## src/rtl/mux_2to1.sv

```systemverilog
// Word-wide 2-to-1 multiplexer for datapath selection (ALU operand, PC,
// writeback). select=0 routes din_A, select=1 routes din_B. With REG_OUT=1
// the selected word is captured in an output register cleared by rst.
module mux_2to1 #(
    parameter int unsigned           WIDTH     = 32,
    parameter bit                    REG_OUT   = 1'b0,
    parameter logic [WIDTH-1:0]      RESET_VAL = '0
) (
    input  logic             clk,
    input  logic             rst,
    output logic [WIDTH-1:0] dout,
    input  logic [WIDTH-1:0] din_A,
    input  logic [WIDTH-1:0] din_B,
    input  logic             select
);

    logic [WIDTH-1:0] sel_data;

    // Selection via case so an unknown select yields X instead of quietly
    // falling through to din_A the way an if/else would.
    always_comb begin
        sel_data = 'x;
        case (select)
            1'b0:    sel_data = din_A;
            1'b1:    sel_data = din_B;
            default: sel_data = 'x;
        endcase
    end

    generate
        if (REG_OUT) begin : g_reg
            // Output register: synchronous reset has priority over data.
            always_ff @(posedge clk) begin
                if (rst) begin
                    dout <= RESET_VAL;
                end else begin
                    dout <= sel_data;
                end
            end
        end else begin : g_comb
            // Clock and reset are intentionally ignored in the combinational build.
            logic unused_clk_rst;
            assign unused_clk_rst = clk ^ rst;
            assign dout = sel_data;
        end
    endgenerate

endmodule

```

## config.mk

```make
export PLATFORM = sky130hd
export DESIGN_NAME = mux_2to1
export DESIGN_NICKNAME = d
export VERILOG_FILES = /design/src/rtl/mux_2to1.sv
export SDC_FILE = /design/constraint.sdc
export NUM_CORES = 1
export LEC_CHECK = 0
export BUFFER_PORTS_ARGS = -buffer_cell sky130_fd_sc_hd__buf_4
export CAP_MARGIN = 10
export CORE_MARGIN = 2
export CORE_UTILIZATION = 30
export DETAILED_ROUTE_END_ITERATION = 12
export PLACE_DENSITY = 0.9
export SLEW_MARGIN = 20
export SYNTH_ARGS = -nofsm -noshare
export SYNTH_HDL_FRONTEND = slang
export SYNTH_SLANG_ARGS = --single-unit
export TNS_END_PERCENT = 1
```

## constraint.sdc

```tcl
create_clock -name vclk -period 2.6
set_input_delay 0.52 -clock vclk [all_inputs]
set_output_delay 0.52 -clock vclk [all_outputs]
set_load 0.01 [all_outputs]
```

==> flow_metrics.tcl, run 1 <==
set metrics [dict create \
    yosys.area.top_type_share_pct 82.8 \
    diodes 0 \
    ctsHoldBuffers 0 \
    cp.arrival_ns 1.51 \
    hp-start "din_A[10]" \
    drt_wl_total_mm 1.91 \
    track_usage_pct 14.9 \
    cts_resized 0 \
    cp-start-kind "input pin" \
    synth_seq_area_share_pct 0 \
    viasPerCell 4.21 \
    grt_max_degree 33 \
    wl_per_cell_um 12.4 \
    die_h_um 46.6 \
    area_growth_pct 126 \
    gr-total-overflow 0 \
    maxSlewViolCount 0 \
    min_period_ns 2.03 \
    post_cts_buffers 0 \
    dieWidth_um 46.6 \
    layout-drive-gt1-share_pct 100 \
    power.leakage_nw 0.720 \
    fin_nets 198 \
    end_kind "primary output" \
    yosysUniqueCellTypes 4 \
    first_pass_iters 1 \
    row_count 15 \
    seqCellArea_um2 0 \
    hold_viol 0 \
    placed_area_mm2 0.00123 \
    antenna_left 0 \
    required_ns 2.08 \
    avgSynthCellArea_um2 15.1 \
    nClkBuffers 0 \
    dieArea_mm2 0.00217 \
    setup.worst_path.start "select" \
    start_util_pct 31.9 \
    num_io_pins 99 \
    fin_setup_tns_ns 0 \
    p_per_area_mw_per_mm2 189 \
    core_area_mm2 0.00171 \
    crit_end "dout[29]" \
    relSlewSlack_pct 64.4 \
    synthTopCellsByCount "mux2_4 (30), buf_12 (3), mux2_2 (2)" \
    dp_hpwl_mm 1.73 \
    drc_errors 0 \
    synth.largest_area_cell "mux2_4" \
    gp_congestion 0.640 \
    final_cell_area_mm2 0.00123 \
    setup_viol 0 \
    grt_pass1_vias 587 \
    cp_max_fo 32 \
    path_class "in2out" \
    hp-class "in2out" \
    seq_cell_count 0 \
    synth_cells 36 \
    outcome "complete, no violations" \
    io_buffers 97 \
    tightestPinTransition_ns 0.534 \
    total_power_w 0.000233 \
    antenna_found_initial 0 \
    peakVddDrop_mv 0.109 \
    yosysMostFrequentCell "mux2_4" \
    grt_pass1_wl_mm 2.45 \
    fin_cells 154 \
    yosys-top-cells-area "mux2_4 (83%), buf_12 (11%), mux2_2 (4.1%)" \
    synth_nets 103 \
    fmax_ghz 0.494 \
    rsz0062_at_grt "no" \
    yosys_warnings 0 \
    drt_iter0_markers 0 \
    vias 649 \
    synth_area_um2 544 \
    dp.cells 154 \
    drv_cap 0 \
    period_share_pct 77.9 \
]
==> layer usage <==
layer	up-vias	wire length [um]	GRT usage (%)
li1	322	-	-
met1	292	602	15.4
met2	35	1150	33.1
met3	0	160	0.784
met4	0	0	0
met5	-	0	0
==> critical path: stages <==
cell	delay, ns
buf_4	0.44
mux2_2	0.40
buf_4	0.14
==> worst min path at each step <==
| stage | to | cells after the start |
|---|---|---|
| 3_3_place_gp | dout[18] | 3 |
| 6_report | dout[10] | 3 |
| 5_1_grt | dout[8] | 3 |
| 2_1_floorplan | dout[0] | 1 |
| 3_5_place_dp | dout[10] | 3 |
| 4_1_cts | dout[10] | 3 |
==> through the flow <==
stage               util [%]  worst slack (ns)  hold WS [ns]
global route            72.2             0.509          1.35
floorplan                  -             0.993          1.17
finish                  72.2             0.575          1.34
detailed placement      72.2             0.559          1.34
CTS                     72.2             0.555          1.34
global placement        72.2             0.590          1.34
==> logic make-up (layout without fill, tap and decap cells) <==
| kind of cell | after synthesis | after routing | share of synthesized area, % |
|---|---|---|---|
| buffers and inverters | 4 | 97 | 13.1 |
| muxes | 32 | 32 | 86.9 |
==> cell usage in the layout (no fill, tap or decap) <==
cell type and count:
mux2_2 2, buf_4 97, mux2_4 30
==> report_power, final <==
group	total (W)	internal (W)	switching, W
Combinational	0.000233	0.000163	0.0000701
Clock	0	0	0
Sequential	0	0	0
==> area by class of cell <==
cell class / instances / area (um2)
Fill cell: 144 / 475
Tap cell: 25 / 31.3
Multi-Input combinational cell: 32 / 473
Timing Repair Buffer: 97 / 728
No activity file was read; power rests on OpenSTA's default activity.
==> inputs of run 2 (changes only) <==
--- a/config.mk
+++ b/config.mk
@@ -8,9 +8,9 @@
 export BUFFER_PORTS_ARGS = -buffer_cell sky130_fd_sc_hd__buf_4
 export CAP_MARGIN = 10
 export CORE_MARGIN = 2
-export CORE_UTILIZATION = 30
+export CORE_UTILIZATION = 28
 export DETAILED_ROUTE_END_ITERATION = 12
-export PLACE_DENSITY = 0.9
+export PLACE_DENSITY = 0.85
 export SLEW_MARGIN = 20
 export SYNTH_ARGS = -nofsm -noshare
 export SYNTH_HDL_FRONTEND = slang
==> constraint.sdc (replaced) <==
create_clock -name vclk -period 2.1
set_input_delay 0.42 -clock vclk [all_inputs]
set_output_delay 0.42 -clock vclk [all_outputs]
set_load 0.01 [all_outputs]
==> flow_metrics.tcl, run 2 (synthesis gave the netlist of run 1 again) <==
set metrics [dict create \
    outcome "complete, no violations" \
    worst_hold_slack_ns 1.14 \
    row_count 15 \
    gr-total-overflow 0 \
    core_area_mm2 0.00178 \
    setup_ws_ns 0.325 \
    io_buffers 97 \
    fin_setup_tns_ns 0 \
    dp_slack_ns 0.318 \
    diodes 0 \
    nClkBuffers 0 \
    area_growth_pct 130 \
    final_cell_area_mm2 0.00125 \
    ctsHoldBuffers 0 \
    vias 673 \
    cp_max_fo 20 \
    tightestPinTransition_ns 0.232 \
    maxSlewViolCount 0 \
    antenna_left 0 \
    cp-start-kind "input pin" \
    dieWidth_um 48.1 \
    final_cell_mix "buf_4 (97), mux2_4 (30), mux2_2 (2)" \
    gp_congestion 0.590 \
    fin_nets 199 \
    layout-drive-gt1-share_pct 100 \
    drc_errors 0 \
    start_util_pct 30.5 \
    relSlewSlack_pct 84.5 \
    hold_viol 0 \
    met3_usage_pct 1.48 \
    dieArea_mm2 0.00231 \
    first_pass_iters 1 \
    drt_iter0_markers 0 \
    grt_max_degree 21 \
    post_cts_buffers 0 \
    rsz0062_at_grt "no" \
    setup_viol 0 \
    track_usage_pct 14.6 \
    seqCellArea_um2 0 \
    wl_per_cell_um 13.9 \
    antenna_found_initial 0 \
    grtUsageMet2_pct 34.1 \
    placed_area_mm2 0.00125 \
    cts_resized 0 \
    use_met1_pct 13.6 \
    drv_cap 0 \
    fmax_ghz 0.563 \
    p_per_area_mw_per_mm2 235 \
    min_period_ns 1.78 \
    busiest_layer "met2" \
    power.leakage_nw 0.730 \
    num_io_pins 99 \
    cp.arrival_ns 1.36 \
    viasPerCell 4.34 \
    fillCellCount 136 \
    peakVddDrop_mv 0.109 \
    grt_pass1_vias 576 \
    end_kind "primary output" \
    die_h_um 48.1 \
    total_power_w 0.000294 \
    drt_wl_total_mm 2.15 \
    grt_pass1_wl_mm 2.48 \
    path_class "in2out" \
    final_common_cell "buf_4" \
    seq_cell_count 0 \
    hp-class "in2out" \
    required_ns 1.68 \
    period_share_pct 84.5 \
]
## run 2: cell count changes in the layout (fill, tap and decap cells not counted), sizes merged
cell  before  now
buf       97   98
## run 2: final timing paths
check | startpoint | end | slack (ns) | cells after the start
worst max-delay path | select | dout[16] | 0.32 | 4
worst min-delay path | din_B[28] | dout[28] | 1.14 | 3
## run 2: area by class of cell
| class | instances | area, um2 | share of cell area (%) |
|---|---|---|---|
| repair buffers | 98 | 748 | 59.7 |
| well taps | 25 | 31.3 | 2.50 |
| multi-input cells | 32 | 473 | 37.8 |
## run 2: metrics by stage
stage / utilization (%) / cells
final: 70.2 / 155
after global routing: 70.2 / 155
after CTS: 70.2 / 155
after detailed placement: 70.2 / 155
after global placement: 70.2 / 155
after floorplan: - / 36
## run 2: where the power goes
part | total (W) | switching, W | internal, W
sequential | 0 | 0 | 0
clock | 0 | 0 | 0
combinational | 0.000294 | 0.0000896 | 0.000205
## run 2: worst max-delay path, stage by stage
cell and delay [ns]:
buf_4 0.23, buf_12 0.23, mux2_4 0.32, buf_4 0.15
## run 2: metal layers
| layer | share of wire [%] | vias to the layer above |
|---|---|---|
| met5 | 0 | - |
| met4 | 0 | 0 |
| met3 | 13 | 0 |
| met2 | 59 | 48 |
| met1 | 29 | 300 |
| li1 | - | 325 |
==> inputs of run 3 (changes only) <==
--- a/config.mk
+++ b/config.mk
@@ -5,12 +5,13 @@
 export SDC_FILE = /design/constraint.sdc
 export NUM_CORES = 1
 export LEC_CHECK = 0
+export ABC_AREA = 1
 export BUFFER_PORTS_ARGS = -buffer_cell sky130_fd_sc_hd__buf_4
 export CAP_MARGIN = 10
 export CORE_MARGIN = 2
-export CORE_UTILIZATION = 28
+export CORE_UTILIZATION = 24
 export DETAILED_ROUTE_END_ITERATION = 12
-export PLACE_DENSITY = 0.85
+export PLACE_DENSITY = 0.82
 export SLEW_MARGIN = 20
 export SYNTH_ARGS = -nofsm -noshare
 export SYNTH_HDL_FRONTEND = slang
==> constraint.sdc (replaced) <==
create_clock -name vclk -period 1.5
set_input_delay 0.3 -clock vclk [all_inputs]
set_output_delay 0.3 -clock vclk [all_outputs]
set_load 0.01 [all_outputs]
==> flow_metrics.tcl, run 3 <==
set metrics [dict create \
    cp_top_family "buffers and inverters" \
    p_per_area_mw_per_mm2 315 \
    antenna_left 0 \
    cp.arrival_ns 1.02 \
    maxSlewViolCount 0 \
    layout-drive-gt1-share_pct 55.9 \
    cp-start-kind "input pin" \
    setup_ws_ns 0.181 \
    gr-total-overflow 0 \
    cpPeakStageDelay_ns 0.23 \
    yosys_warnings 0 \
    diodes 0 \
    drt_wl_total_mm 2.04 \
    rsz0062_at_grt "no" \
    fmax_ghz 0.758 \
    antenna_found_initial 0 \
    viasPerCell 4.23 \
    dp_slack_ns 0.172 \
    ctsHoldBuffers 0 \
    outcome "complete, no violations" \
    synth_seq_area_share_pct 0 \
    cpMostUsedCell "buf_4" \
    cts_resized 0 \
    dieWidth_um 49.3 \
    path_class "in2out" \
    hp-class "in2out" \
    die_h_um 49.3 \
    synth.largest_area_cell "nand2_1" \
    drt_iter0_markers 9 \
    tightestPinTransition_ns 0.232 \
    end_kind "primary output" \
    core_area_mm2 0.00194 \
    track_usage_pct 16.5 \
    cp_max_fo 21 \
    synth_area_um2 492 \
    dieArea_mm2 0.00243 \
    synthTopCellsByCount "nand2_1 (86), nand2_2 (10), buf_6 (3), clkbuf_8 (3)" \
    num_io_pins 99 \
    relSlewSlack_pct 84.5 \
    power.leakage_nw 0.765 \
    post_cts_buffers 0 \
    row_count 16 \
    yosys-top-cells-area "nand2_1 (66%), nand2_2 (13%), clkbuf_8 (8.4%)" \
    fin_setup_tns_ns 0 \
    seqCellArea_um2 0 \
    final_common_cell "buf_4" \
    peakVddDrop_mv 0.165 \
    hold_viol 0 \
    fin_nets 264 \
    min_period_ns 1.32 \
    wl_per_cell_um 9.17 \
    first_pass_iters 3 \
    drc_errors 0 \
    path_cells "buf_4 > buf_4 > nand2_1 > nand2_1 > buf_4" \
    period_share_pct 87.9 \
    grt_pass1_wl_mm 3.40 \
    start_util_pct 25.3 \
    crit_slowest_cell "buf_4" \
    yosys.area.top_type_share_pct 65.6 \
    drv_cap 0 \
    synth_nets 171 \
    required_ns 1.20 \
    gp_congestion 0.671 \
    crit_buf_inv 3 \
    setup_viol 0 \
    yosysMostFrequentCell "nand2_1" \
    final_cell_mix "buf_4 (98), nand2_1 (86), nand2_2 (10)" \
    yosysUniqueCellTypes 6 \
    vias 938 \
    avgSynthCellArea_um2 4.73 \
    seq_cell_count 0 \
    area_growth_pct 137 \
    synth_cells 104 \
    nClkBuffers 0 \
    grt_max_degree 33 \
    grt_pass1_vias 842 \
    io_buffers 97 \
]
-- run 3: cell count changes after synthesis, sizes merged --
cell,previous run,this run
inv,0,1
mux2,32,0
nand2,0,96
clkbuf,0,3
-- run 3: layout make-up --
type               count  area, um2
fillers              187        776
well taps             27       33.8
repair buffers        98        736
inverters              1       11.3
multi-input cells     96        385
-- run 3: final timing paths --
check	from	slack (ns)	cells past startpoint	end
hold / removal	din_A[21]	0.87	4	dout[21]
setup / recovery	select	0.18	5	dout[0]
-- run 3: per-stage QoR --
stage                     utilization [%]  hold WS (ns)  instance area [um2]  std cells  power, W
after global placement               60.1         0.867                 1170        222  0.000363
after CTS                            60.1         0.871                 1170        222  0.000372
after detailed placement             60.1         0.869                 1170        222  0.000371
final                                60.1         0.869                 1170        222  0.000368
after global routing                 60.1         0.883                 1170        222  0.000404
after floorplan                         -         0.712                  492        104  0.000151
-- run 3: layer usage --
layer / part of all wire [%] / global-route usage [%] / wire length [um] / vias to the layer above
met5: 0 / 0 / 0 / -
met4: 1.0 / 2.38 / 21 / 0
met3: 8.6 / 2.15 / 176 / 2
met2: 56 / 33.3 / 1130 / 53
met1: 35 / 17.9 / 706 / 395
li1: - / - / - / 488
-- run 3: power breakdown --
group	internal (W)	switching (W)	leakage [nW]	total, W
clock	0	0	0	0
combinational	0.000219	0.000148	0.765	0.000368
sequential	0	0	0	0
total	0.000219	0.000148	0.765	0.000368
-- run 3: cell families (layout without fill, tap and decap cells) --
logic type | after synthesis | count (layout) | synth area share (%)
buf+inv | 8 | 99 | 21.6
simple gates | 96 | 96 | 78.4
-- run 3: worst min-delay path, delay by kind of cell --
kind          cells  cell delay (ns)
simple gates      2             0.09
buf+inv           2             0.18
